--- src/rtl/msx_mouse_port.sv ---
// -----------------------------------------------------------------------------
// msx_mouse_port
//   Converts PS/2 mouse packets (MiSTer 25-bit ps2_mouse bus) into the MSX
//   mouse nibble protocol on one of NPORT joystick ports.
//
//   Motion is summed into saturating signed accumulators. On a qualified
//   strobe rise the accumulators are snapshotted (scaled by SHIFT and
//   clamped to 8 bits) and cleared. The snapshot is then handed out as four
//   nibbles: X high, X low, Y high, Y low. Every strobe edge advances the
//   read by one nibble.
//
//   The strobe is only sampled once every 2^TICK_BITS clocks, which
//   debounces it. A long run of low samples acts as a protocol reset. A read
//   that stalls for TO_TICKS samples is abandoned.
//
// Ports
//   clk        system clock
//   reset      synchronous, active-high reset
//   port_sel   index of the joystick port that carries the mouse
//   strobe     per-port strobe (pin 8)
//   data       per-port {btn2, btn1, d3..d0}; buttons are active-low and
//              unselected ports idle at all-ones
//   ps2_mouse  [24] packet toggle, [23:16] dy, [15:8] dx, [5] dy sign,
//              [4] dx sign, [1:0] right/left buttons
// -----------------------------------------------------------------------------
module msx_mouse_port #(
  parameter int NPORT       = 2,
  parameter int TICK_BITS   = 9,
  parameter int RST_SAMPLES = 8,
  parameter int TO_TICKS    = 64,
  parameter int ACC_W       = 12,
  parameter int SHIFT       = 1,
  localparam int PW         = (NPORT > 1) ? $clog2(NPORT) : 1
) (
  input  logic                 clk,
  input  logic                 reset,
  input  logic [PW-1:0]        port_sel,
  input  logic [NPORT-1:0]     strobe,
  output logic [6*NPORT-1:0]   data,
  input  logic [24:0]          ps2_mouse
);

  typedef enum logic [2:0] {
    S_IDLE = 3'd0,
    S_XH   = 3'd1,
    S_XL   = 3'd2,
    S_YH   = 3'd3,
    S_YL   = 3'd4
  } state_t;

  // Saturation limits: +/-(2^(ACC_W-1)-1), held two bits wider than the
  // accumulator so that the unclamped sum cannot overflow.
  localparam logic signed [ACC_W+1:0] LIM_P = {3'b000, {(ACC_W-1){1'b1}}};
  localparam logic signed [ACC_W+1:0] LIM_N = -LIM_P;
  localparam logic signed [ACC_W-1:0] SNAP_HI = {{(ACC_W-7){1'b0}}, 7'h7F};
  localparam logic signed [ACC_W-1:0] SNAP_LO = {{(ACC_W-7){1'b1}}, 7'h00};
  localparam logic [7:0] TO_LAST = 8'(TO_TICKS - 1);

  // Add (or subtract) a 9-bit signed delta, saturating at the limits.
  function automatic logic signed [ACC_W-1:0] sat_acc(
    input logic signed [ACC_W-1:0] acc,
    input logic signed [8:0]       delta,
    input logic                    sub
  );
    logic signed [ACC_W+1:0] a_w;
    logic signed [ACC_W+1:0] d_w;
    logic signed [ACC_W+1:0] sum_w;
    a_w = {{2{acc[ACC_W-1]}}, acc};
    d_w = {{(ACC_W-7){delta[8]}}, delta};
    if (sub) begin
      sum_w = a_w - d_w;
    end else begin
      sum_w = a_w + d_w;
    end
    if (sum_w > LIM_P) begin
      sat_acc = LIM_P[ACC_W-1:0];
    end else if (sum_w < LIM_N) begin
      sat_acc = LIM_N[ACC_W-1:0];
    end else begin
      sat_acc = sum_w[ACC_W-1:0];
    end
  endfunction

  // Scale an accumulator down by SHIFT and clamp it to an 8-bit signed value.
  function automatic logic [7:0] snap8(input logic signed [ACC_W-1:0] acc);
    logic signed [ACC_W-1:0] sh;
    sh = acc >>> SHIFT;
    if (sh > SNAP_HI) begin
      snap8 = 8'h7F;
    end else if (sh < SNAP_LO) begin
      snap8 = 8'h80;
    end else begin
      snap8 = sh[7:0];
    end
  endfunction

  logic [PW-1:0]            sel_r;
  logic                     tog_r;
  logic [TICK_BITS-1:0]     tick_cnt_r;
  logic [RST_SAMPLES-1:0]   hist_r;
  logic [1:0]               btn_r;
  logic [3:0]               nib_r, nib_nx_s;
  logic [7:0]               to_r, to_nx_s;
  logic [3:0]               mx_lo_r;
  logic [7:0]               my_r;
  state_t                   state_r, state_nx_s;
  logic signed [ACC_W-1:0]  acc_x_r, acc_y_r;
  logic signed [ACC_W-1:0]  acc_x_base_s, acc_y_base_s;
  logic signed [ACC_W-1:0]  acc_x_nx_s, acc_y_nx_s;
  logic signed [8:0]        dx_s, dy_s;
  logic [7:0]               snap_x_s, snap_y_s;
  logic                     sel_chg_s, pkt_s, tick_s, strobe_s;
  logic                     proto_rst_s, snap_take_s, moved_s;
  logic                     unused_s;

  assign sel_chg_s   = (port_sel != sel_r);
  assign pkt_s       = ps2_mouse[24] ^ tog_r;
  assign tick_s      = &tick_cnt_r;
  assign dx_s        = {ps2_mouse[4], ps2_mouse[15:8]};
  assign dy_s        = {ps2_mouse[5], ps2_mouse[23:16]};
  assign snap_x_s    = snap8(acc_x_r);
  assign snap_y_s    = snap8(acc_y_r);
  // Protocol reset: the whole history and the current sample are low.
  assign proto_rst_s = (hist_r == {RST_SAMPLES{1'b0}}) && !strobe_s;
  assign unused_s    = ^{ps2_mouse[7:6], ps2_mouse[3:2]};

  // Pick the strobe of the selected port; an out-of-range index reads high.
  always_comb begin
    strobe_s = 1'b1;
    for (int p = 0; p < NPORT; p++) begin
      if (sel_r == PW'(p)) begin
        strobe_s = strobe[p];
      end else begin
        strobe_s = strobe_s;
      end
    end
  end

  // Drive the mouse nibble on the selected port and idle-high elsewhere.
  always_comb begin
    data = {(6*NPORT){1'b1}};
    for (int p = 0; p < NPORT; p++) begin
      if (sel_r == PW'(p)) begin
        data[6*p +: 6] = {btn_r, nib_r};
      end else begin
        data[6*p +: 6] = 6'b111111;
      end
    end
  end

  // Next-state logic for the nibble sequencer and the stall timeout.
  always_comb begin
    state_nx_s  = state_r;
    nib_nx_s    = nib_r;
    to_nx_s     = to_r;
    snap_take_s = 1'b0;
    moved_s     = 1'b0;
    if (sel_chg_s) begin
      state_nx_s = S_IDLE;
      nib_nx_s   = 4'h0;
      to_nx_s    = 8'h00;
    end else if (tick_s) begin
      if (proto_rst_s) begin
        state_nx_s = S_IDLE;
        nib_nx_s   = 4'h0;
        to_nx_s    = 8'h00;
      end else begin
        case (state_r)
          S_IDLE: begin
            // Qualified rise: low, then two high samples.
            if (!hist_r[1] && hist_r[0] && strobe_s) begin
              state_nx_s  = S_XH;
              nib_nx_s    = snap_x_s[7:4];
              snap_take_s = 1'b1;
              moved_s     = 1'b1;
            end else begin
              state_nx_s = S_IDLE;
            end
          end
          S_XH: begin
            if (hist_r[0] && !strobe_s) begin
              state_nx_s = S_XL;
              nib_nx_s   = mx_lo_r;
              moved_s    = 1'b1;
            end else begin
              state_nx_s = S_XH;
            end
          end
          S_XL: begin
            if (!hist_r[0] && strobe_s) begin
              state_nx_s = S_YH;
              nib_nx_s   = my_r[7:4];
              moved_s    = 1'b1;
            end else begin
              state_nx_s = S_XL;
            end
          end
          S_YH: begin
            if (hist_r[0] && !strobe_s) begin
              state_nx_s = S_YL;
              nib_nx_s   = my_r[3:0];
              moved_s    = 1'b1;
            end else begin
              state_nx_s = S_YH;
            end
          end
          S_YL: begin
            if (!hist_r[0] && strobe_s) begin
              state_nx_s = S_IDLE;
              nib_nx_s   = 4'h0;
              moved_s    = 1'b1;
            end else begin
              state_nx_s = S_YL;
            end
          end
          default: begin
            state_nx_s = S_IDLE;
            nib_nx_s   = 4'h0;
            moved_s    = 1'b1;
          end
        endcase
        if (moved_s) begin
          to_nx_s = 8'h00;
        end else if (state_r == S_IDLE) begin
          to_nx_s = 8'h00;
        end else if (to_r == TO_LAST) begin
          // Stalled read: abandon it, the accumulators keep new motion.
          state_nx_s = S_IDLE;
          nib_nx_s   = 4'h0;
          to_nx_s    = 8'h00;
        end else begin
          to_nx_s = to_r + 8'd1;
        end
      end
    end else begin
      to_nx_s = to_r;
    end
  end

  // Next accumulator values: a snapshot clears them before the packet lands.
  always_comb begin
    acc_x_base_s = snap_take_s ? {ACC_W{1'b0}} : acc_x_r;
    acc_y_base_s = snap_take_s ? {ACC_W{1'b0}} : acc_y_r;
    if (sel_chg_s) begin
      acc_x_nx_s = {ACC_W{1'b0}};
      acc_y_nx_s = {ACC_W{1'b0}};
    end else if (pkt_s) begin
      acc_x_nx_s = sat_acc(acc_x_base_s, dx_s, 1'b1);
      acc_y_nx_s = sat_acc(acc_y_base_s, dy_s, 1'b0);
    end else begin
      acc_x_nx_s = acc_x_base_s;
      acc_y_nx_s = acc_y_base_s;
    end
  end

  // Sequencer state, output nibble, timeout counter and latched snapshot.
  always_ff @(posedge clk) begin
    if (reset) begin
      state_r <= S_IDLE;
      nib_r   <= 4'h0;
      to_r    <= 8'h00;
      mx_lo_r <= 4'h0;
      my_r    <= 8'h00;
    end else begin
      state_r <= state_nx_s;
      nib_r   <= nib_nx_s;
      to_r    <= to_nx_s;
      if (snap_take_s) begin
        mx_lo_r <= snap_x_s[3:0];
        my_r    <= snap_y_s;
      end
    end
  end

  // Motion accumulators.
  always_ff @(posedge clk) begin
    if (reset) begin
      acc_x_r <= {ACC_W{1'b0}};
      acc_y_r <= {ACC_W{1'b0}};
    end else begin
      acc_x_r <= acc_x_nx_s;
      acc_y_r <= acc_y_nx_s;
    end
  end

  // Port select and packet toggle registers, sample tick, strobe history, buttons.
  always_ff @(posedge clk) begin
    if (reset) begin
      sel_r      <= port_sel;
      tog_r      <= ps2_mouse[24];
      tick_cnt_r <= {TICK_BITS{1'b0}};
      hist_r     <= {RST_SAMPLES{1'b0}};
      btn_r      <= 2'b11;
    end else begin
      sel_r      <= port_sel;
      tog_r      <= ps2_mouse[24];
      tick_cnt_r <= tick_cnt_r + {{(TICK_BITS-1){1'b0}}, 1'b1};
      if (sel_chg_s) begin
        hist_r <= {RST_SAMPLES{1'b0}};
      end else if (tick_s) begin
        hist_r <= {hist_r[RST_SAMPLES-2:0], strobe_s};
      end
      if (sel_chg_s) begin
        btn_r <= 2'b11;
      end else if (pkt_s) begin
        btn_r <= ~ps2_mouse[1:0];
      end
    end
  end

endmodule
--- config.mk ---
export PLATFORM = sky130hd
export DESIGN_NAME = msx_mouse_port
export DESIGN_NICKNAME = d
export VERILOG_FILES = /design/src/rtl/msx_mouse_port.sv
export SDC_FILE = /design/constraint.sdc
export NUM_CORES = 1
export LEC_CHECK = 0
export CAP_MARGIN = 20
export CORE_UTILIZATION = 30
export CTS_CLUSTER_DIAMETER = 30
export DETAILED_ROUTE_END_ITERATION = 7
export PLACE_DENSITY = 0.52
export RECOVER_POWER = 100
export SYNTH_ARGS = -nofsm -noshare
export SYNTH_HDL_FRONTEND = slang
export SYNTH_SLANG_ARGS = --single-unit
--- constraint.sdc ---
create_clock -name clk -period 6.35 [get_ports clk]
set_clock_uncertainty 0.1 [all_clocks]
set_input_delay 1.5875 -clock clk [delete_from_list [all_inputs] [get_ports clk]]
set_output_delay 1.5875 -clock clk [all_outputs]
set_load 0.005 [all_outputs]
**Yosys cells after proc, flatten, opt, wreduce, memory -nomap -nowiden**

Cells that the tools add are included.

- Register bits: 72
- Bits of input ports: 30

- Add/subtract/negate cells: 4
- Magnitude comparators: 8
- Equal/unequal tests: 6
- Multiplexer cells: 54
- Bitwise gates (word level): 2
- Reduce and logical (&&, ||, !) cells: 14

Operator list:

| cell | count |
|---|---|
| 12-bit two-way mux | 8 |
| 8-bit two-way mux | 8 |
| 14-bit two-way mux | 4 |
| 4-bit two-way mux | 9 |
| 14-bit by 12-bit greater-than comparator with 1-bit output, second input constant | 2 |
| 14-bit by 12-bit less-than comparator with 1-bit output, second input constant | 2 |
| 11-bit by 8-bit greater-than comparator with 1-bit output, second input constant | 2 |
| 11-bit by 8-bit less-than comparator with 1-bit output, second input constant | 2 |
| 4-bit one-hot mux with 5 select lines | 1 |
| 3-bit two-way mux | 6 |
| 3-bit one-hot mux with 5 select lines | 1 |
| 12-bit by 9-bit adder with 13-bit output | 1 |
| 1-bit two-way mux | 13 |
| 12-bit by 9-bit subtractor with 13-bit output | 1 |
| 6-bit two-way mux | 2 |
| 9-bit by 1-bit adder with 9-bit output, second input constant | 1 |
| 9-bit AND reduction | 1 |
| 8-bit by 1-bit adder with 8-bit output, second input constant | 1 |
| 8-bit by 6-bit == test with 1-bit output, second input constant | 1 |
| 8-bit logical NOT | 1 |
| 3-bit by 2-bit == test with 1-bit output, second input constant | 2 |
| 2-bit OR reduction | 3 |
| 1-bit logical AND | 5 |
| 3-bit by 1-bit == test with 1-bit output, second input constant | 1 |
| other kinds (8) | 10 |

**Logic depth before layout (Yosys ltp)**

Gate-level depths: netlist (run 1).

- Depth after elaboration: 16
- Depth in mapped cells: 19

**Least setup slack after synthesis (run 1)**

Ideal clock, no wire load.

- Path kind: input-to-reg
- Start: input port strobe[1]
- End: register acc_y_r[0]
- Setup time: 0.074 ns
- Arrival: 4.990 ns
- Data required time: 6.176 ns
- Slack: 1.186 ns
- Cell stages on the path: 15
- Path through: mux2i_1 > nor3_1 > nand3_1 > clkbuf_1 > clkbuf_1 > nand2_1 > inv_1 > ha_1 > a211o_1 > a211o_1 > a211oi_2 > mux2i_1 > a211o_1 > or4_1 > a31oi_1

- Cells in the longest elaborated chain, start to end: 15

Ends and longest elaborated chain:

| element | line | source |
|---|---|---|
| from (decl) | 38 | `input logic [NPORT-1:0] strobe,` |
| 1-bit two-way mux * | 131 | `if (sel_r == PW'(p)) begin` |
| 1-bit logical AND | 171 | `if (!hist_r[1] && hist_r[0] && strobe_s) begin` |
| 1-bit two-way mux | 171 |  |
| 1-bit two-way mux | 168 | `case (state_r)` |
| 1-bit two-way mux * | 163 | `if (proto_rst_s) begin` |
| 1-bit two-way mux * | 162 | `end else if (tick_s) begin` |
| 1-bit two-way mux * | 158 | `if (sel_chg_s) begin` |
| 12-bit two-way mux * | 243 | `acc_y_base_s = snap_take_s ? {ACC_W{1'b0}} : acc_y_r;` |
| 12-bit by 9-bit adder with 13-bit output | 73 | `sum_w = a_w + d_w;` |
| 14-bit two-way mux | 247 | `end else if (pkt_s) begin` |
| 14-bit two-way mux | 244 | `if (sel_chg_s) begin` |
| 14-bit by 12-bit less-than comparator with 1-bit output | 77 | `end else if (sum_w < LIM_N) begin` |
| 12-bit two-way mux | 77 |  |
| 12-bit two-way mux | 75 | `if (sum_w > LIM_P) begin` |
| 12-bit two-way mux * | 247 |  |
| to (signal assigned) | 279 | `acc_y_r <= {ACC_W{1'b0}};` |
| to (signal assigned) | 282 | `acc_y_r <= acc_y_nx_s;` |
| to (decl) | 107 | `logic signed [ACC_W-1:0] acc_x_r, acc_y_r;` |

Every way passes the cells marked *; elsewhere a longest branch is shown, timed or not. The select of a mux whose other input is x is not followed.
A chain may end at the register's enable or synchronous reset.

**Final worst setup path (run 1)**

- Start: input port strobe[0]
- End: register acc_x_r[4]

- Cells in the longest elaborated chain, start to end: 15

Ends and longest elaborated chain:

| element | line | source |
|---|---|---|
| 1-bit two-way mux * | 131 |  |
| 1-bit logical AND | 171 |  |
| 1-bit two-way mux | 171 |  |
| 1-bit two-way mux | 168 |  |
| 1-bit two-way mux * | 163 |  |
| 1-bit two-way mux * | 162 |  |
| 1-bit two-way mux * | 158 |  |
| 12-bit two-way mux * | 242 | `acc_x_base_s = snap_take_s ? {ACC_W{1'b0}} : acc_x_r;` |
| 12-bit by 9-bit subtractor with 13-bit output | 71 | `sum_w = a_w - d_w;` |
| 14-bit two-way mux | 247 |  |
| 14-bit two-way mux | 244 |  |
| 14-bit by 12-bit less-than comparator with 1-bit output | 77 |  |
| 12-bit two-way mux | 77 |  |
| 12-bit two-way mux | 75 |  |
| 12-bit two-way mux * | 247 |  |
| to (signal assigned) | 278 | `acc_x_r <= {ACC_W{1'b0}};` |
| to (signal assigned) | 281 | `acc_x_r <= acc_x_nx_s;` |
| to (decl) | 107 |  |

Marks and branches as above.

==> results of run 1 <==
-- cell families (layout without fill, tap and decap cells) --
kind of cell | count (synthesis) | after routing
flip-flops | 72 | 72
AO/OA/AOI/OAI | 188 | 188
AND/OR/NAND/NOR | 228 | 228
multiplexers | 14 | 14
XOR/XNOR | 21 | 21
buffers and inverters | 52 | 84
adder cells (fa/ha/maj) | 36 | 36
-- power groups by stage --
| stage | clock, mW | combinational, mW | sequential (mW) |
|---|---|---|---|
| 5_1_grt | 0.498 | 0.377 | 0.485 |
| 2_1_floorplan | 0 | 0.263 | 0.487 |
| 3_5_place_dp | 0 | 0.353 | 0.492 |
| 3_3_place_gp | 0 | 0.349 | 0.491 |
| 6_report | 0.467 | 0.339 | 0.483 |
| 4_1_cts | 0.481 | 0.356 | 0.482 |
-- synthesized netlist by cell type (9+ instances only) --
cell type	instances	area [sq um]
sky130_fd_sc_hd__dfxtp_1	72	1441
sky130_fd_sc_hd__nor2_1	66	247.7
sky130_fd_sc_hd__a21oi_1	51	255.2
sky130_fd_sc_hd__nand2_1	39	146.4
sky130_fd_sc_hd__ha_1	28	350.3
sky130_fd_sc_hd__clkbuf_1	27	101.4
sky130_fd_sc_hd__and2_1	26	162.7
sky130_fd_sc_hd__o21ai_1	22	110.1
sky130_fd_sc_hd__inv_1	19	71.32
sky130_fd_sc_hd__nor3_1	16	80.08
sky130_fd_sc_hd__nand2b_1	14	87.58
sky130_fd_sc_hd__xnor2_1	13	113.9
sky130_fd_sc_hd__nand3_1	12	60.06
sky130_fd_sc_hd__o211ai_1	12	90.09
sky130_fd_sc_hd__o21ai_0	12	60.06
sky130_fd_sc_hd__and3_1	11	68.82
sky130_fd_sc_hd__mux2i_1	10	100.1
sky130_fd_sc_hd__nor2b_1	9	56.30
-- how the worst max path moves through the flow --
stage	start	to	slack (ps)	cells past startpoint
final	strobe[0]	acc_x_r[4]$_SDFF_PP0_	700	15
after global routing	strobe[0]	acc_x_r[7]$_SDFF_PP0_	370	14
after CTS	strobe[0]	acc_x_r[4]$_SDFF_PP0_	930	15
after detailed placement	strobe[0]	acc_x_r[4]$_SDFF_PP0_	600	15
after global placement	strobe[1]	acc_x_r[4]$_SDFF_PP0_	630	15
after floorplan	strobe[1]	acc_y_r[0]$_SDFF_PP0_	1190	15
-- layer usage --
layer	track usage	vias up
met1	0.1917	2140
met5	0	-
met4	0.03899	0
li1	-	2304
met3	0.03485	10
met2	0.2456	79
-- cell type report --
class	count	area, sq um
Clock inverter	2	13.76
Fill cell	1658	10190
Sequential cell	72	1441
Inverter	21	78.83
Clock buffer	14	264.0
Tap cell	216	270.3
Timing Repair Buffer	47	430.4
Multi-Input combinational cell	487	3249
-- cells in the final DEF, fill, tap and decap left out, drive strengths merged, types with 8 or more instances in the layout --
cell | Yosys | routed
dfxtp | 72 | 72
nor2 | 66 | 66
a21oi | 51 | 51
nand2 | 39 | 39
o21ai | 34 | 34
ha | 28 | 28
and2 | 26 | 26
clkdlybuf4s50 | 0 | 22
inv | 20 | 20
clkbuf | 27 | 18
nor3 | 16 | 16
dlygate4sd3 | 0 | 15
nand2b | 14 | 14
xnor2 | 13 | 13
nand3 | 12 | 12
o211ai | 12 | 12
and3 | 11 | 11
mux2i | 10 | 10
nor2b | 9 | 9
a211oi | 9 | 9
nor3b | 8 | 8
xor2 | 8 | 8
a2111oi | 8 | 8
-- state kept, by name, indices dropped and copies added (netlist names) --
name and flops:
acc_y_r 12, tick_cnt_r 9, hist_r 8, to_r 8, my_r 8, state_r 3
mx_lo_r 4, tog_r 1, btn_r 2, acc_x_r 12, sel_r 1, nib_r 4
==> results, run 1 <==
- The flow ran to the end, and the final reports show no timing, DRC or antenna violations.
- Routability-driven placement finished with a final weighted congestion of 0.8495.
- After detailed routing, the met2 layer carries 5709 um of wire.
- The number of flip-flops and latches in the synthesized netlist is 72.
- The number of slew-limit violations in the final report is 0.
- Counting both buffers and inverters, the worst setup path holds a total of 2.
- Setup violations remaining at the end of the flow were counted as 0.
- The core region area is 0.01594 sq mm.
- The number of antenna violations at the first check in global routing is 0.
- The launch point of the worst reg-to-reg path is tick_cnt_r[0]$_SDFF_PP0_.
- The post-synthesis share of cell area spent on and, or, nand and nor gates is 0.2358.
- The share of total power dissipated in combinational logic is 0.263.
- The tool flagged a number of max-cap violations equal to 0.
- Clock latency on the worst-skew pair, taken at its later pin, is 330 ps.
- Counting every net in the synthesized netlist gives 671.
- The detailed router finished its first iteration with 231 violations.
- IR analysis of the VDD net gives a maximum drop of 0.0001099 V.
- Headroom to the max-slew limit came out at 0.2372.
- The count of instances resized after the clock tree is built is 0.
- The layout-stage area growth over the synthesis result is 16.75%.
- The final instance area is 0.005748 sq mm.
- In the post-route analysis, the smallest setup slack over all paths is 696.7 ps.
- Including well taps, the total number of placed cells is 843.
- The number of setup buffers added after CTS is 0.
- Setup repair after global routing left no endpoint under its margin.
- The kind of cell adding the most delay to the critical path is compound AO/OA/AOI/OAI gates.
- After layout, the minimum clock period comes to 5653 ps.
- The clock buffer count from CTS is 9.
- The power dissipated by switching net loads is 389.0 uW.
- The category of the critical setup timing path is in -> reg.
- The signal on the critical path passes through dlygate4sd3_1 > mux2i_1 > nor3_1 > nand3_1 > buf_4 > nand2_1 > ha_1 > fa_1 > nand2b_1 > a21o_1 > a2bb2oi_1 > nor4_1 > or4_4 > a41o_1 > a2111oi_0.
- Summing internal, switching and leakage power gives 1.289 mW.
- The largest individual stage delay along the critical path comes from the cell sky130_fd_sc_hd__dlygate4sd3_1.
- The share of the yosys chip area belonging to registers is 0.2928.
- The setup slack after placement is 599.3 ps.
- The top routing layer in use is met4.
- The floorplan step defined a die boundary enclosing 0.01693 sq mm.
- The average wire length per cell after detail routing is 14.07 um.
- The detailed route wirelength on metal3 is 406 um.
- The first global-routing pass estimated 19870 um of wire.
- The final standard cell utilization of the core is 0.3605.
- The type of origin of the critical path is a primary input.
- The global router's overall resource usage is 0.1481.
- The post-cts hold buffer count is 0.
- The area share of fa/ha/maj cells after synthesis is 0.09174.
- The cell area reported after detailed placement is 0.005528 sq mm.
- The routed layout has 4533 vias.
- Clock tree synthesis selected as its root buffer the cell sky130_fd_sc_hd__clkbuf_16.
- The critical path arrival is 5750 ps.
- Of all flip-flops after synthesis, the portion carrying an async set or reset was 0.
- The relative contribution of the clock network to total power is 0.363.
- The synthesized instance count is 611.
- The CTS sink count is 72.
- The synthesized area per cell is 8.058 sq um.
- The final total negative setup slack is 0 ps.
- During I/O placement, the number of pins put on the boundary was 42.
- The terminating pin of the worst hold path is tick_cnt_r[0]$_SDFF_PP0_.
- The met1 routed wirelength after detailed routing is 5852 um.
- The worst reg-to-reg setup slack is 1500 ps.
- TritonCTS built the clock tree.
- Data on the critical path is required at its endpoint by 6440 ps.
- The number of distinct library cells after synthesis is 71.
- The highest clock rate is 176.9 MHz.
- Of the available clock period, the critical path in the final layout requires 0.8903.
- The effective utilization at floorplan is 0.3088.
- On the worst path, the slowest cell contributes a delay of 550 ps.
- Of the total power, the share spent switching nets is 0.3018.
- The element type at the critical path end is a flop.
- Along the worst path, the maximum fanout reaches 38.
- After legalization and detailed placement, the total HPWL measured 8940 um.
- The number of antenna diodes in the final layout is 0.
- The compound-cell area share of the yosys netlist is 0.2727.
- The maximum count of clock buffers along a single path is 2.
- The power per standard cell area is 224.3 mW/mm^2.
- Measured against the total synthesized area, the mux share comes to 0.02948.
- Of the total power, registers draw 0.374.
- The total of warnings raised by yosys is 0.
- In this run the critical register-to-register path is captured at acc_x_r[4]$_SDFF_PP0_.
- After floorplanning, the core was divided into 46 placement rows.
- The leftover overflow at the end of global routing is 0.
- The clock-pin slew on the worst setup and hold paths is 60 ps.
- The launch instance of the worst min-delay path is tick_cnt_r[0]$_SDFF_PP0_.
- The path type of the worst min-delay path is reg -> reg.
- The die width is 130.1 um.
- The fraction of layout cells with a size suffix above 1 is 0.05754.
- The final layout contains 698 nets.
- The worst-margin pin slew is 1134 ps.
- Buffers placed on the I/O ports in this run total 37.
- Counting cells, the worst reg-to-reg path comes to 17.
- The via count of the first global-routing pass is 4139.
- The chip height is 130.1 um.
- The final hold slack is 346.0 ps.
- The xor and xnor area share after synthesis is 0.03736.
- The remaining design rule violation count is 0.
- The internal power of the cells totals 900.1 uW.
- The pre-antenna-repair detailed-routing pass consisted of 6 iterations.
- Leaving out filler cells and counting taps, the final layout contains 859.
- The combinational family with the most area after synthesis is compound AO/OA/AOI/OAI gates.
- The number of failing hold endpoints at the final stage is 0.
- In this run, synthesis inferred 0 flip-flops with an integrated enable.
- In this run the number of H-tree levels came out at 3.
- For this run, the leading register cell type out of synthesis is sky130_fd_sc_hd__dfxtp_1.
- The post-synth design cell area is 0.004923 sq mm.
- After detailed routing, the number of vias per cell comes to 5.277.
- Counting instances, the worst hold path has a depth of 1.
- The total wirelength of the detailed-routed design is 12090 um.
- The leakage component of the power is 2.224 nW.
- The pin count of the biggest net entering global routing is 40.
- In this run the remaining antenna-violating nets after routing total 0.
(Power assumes the default switching activity.)
==> run 2: changes to the inputs <==
- CTS_CLUSTER_DIAMETER: 30 -> 120
==> results of run 2 <==
Same layout as run 1: the final DEF is identical, and so are final timing and power.
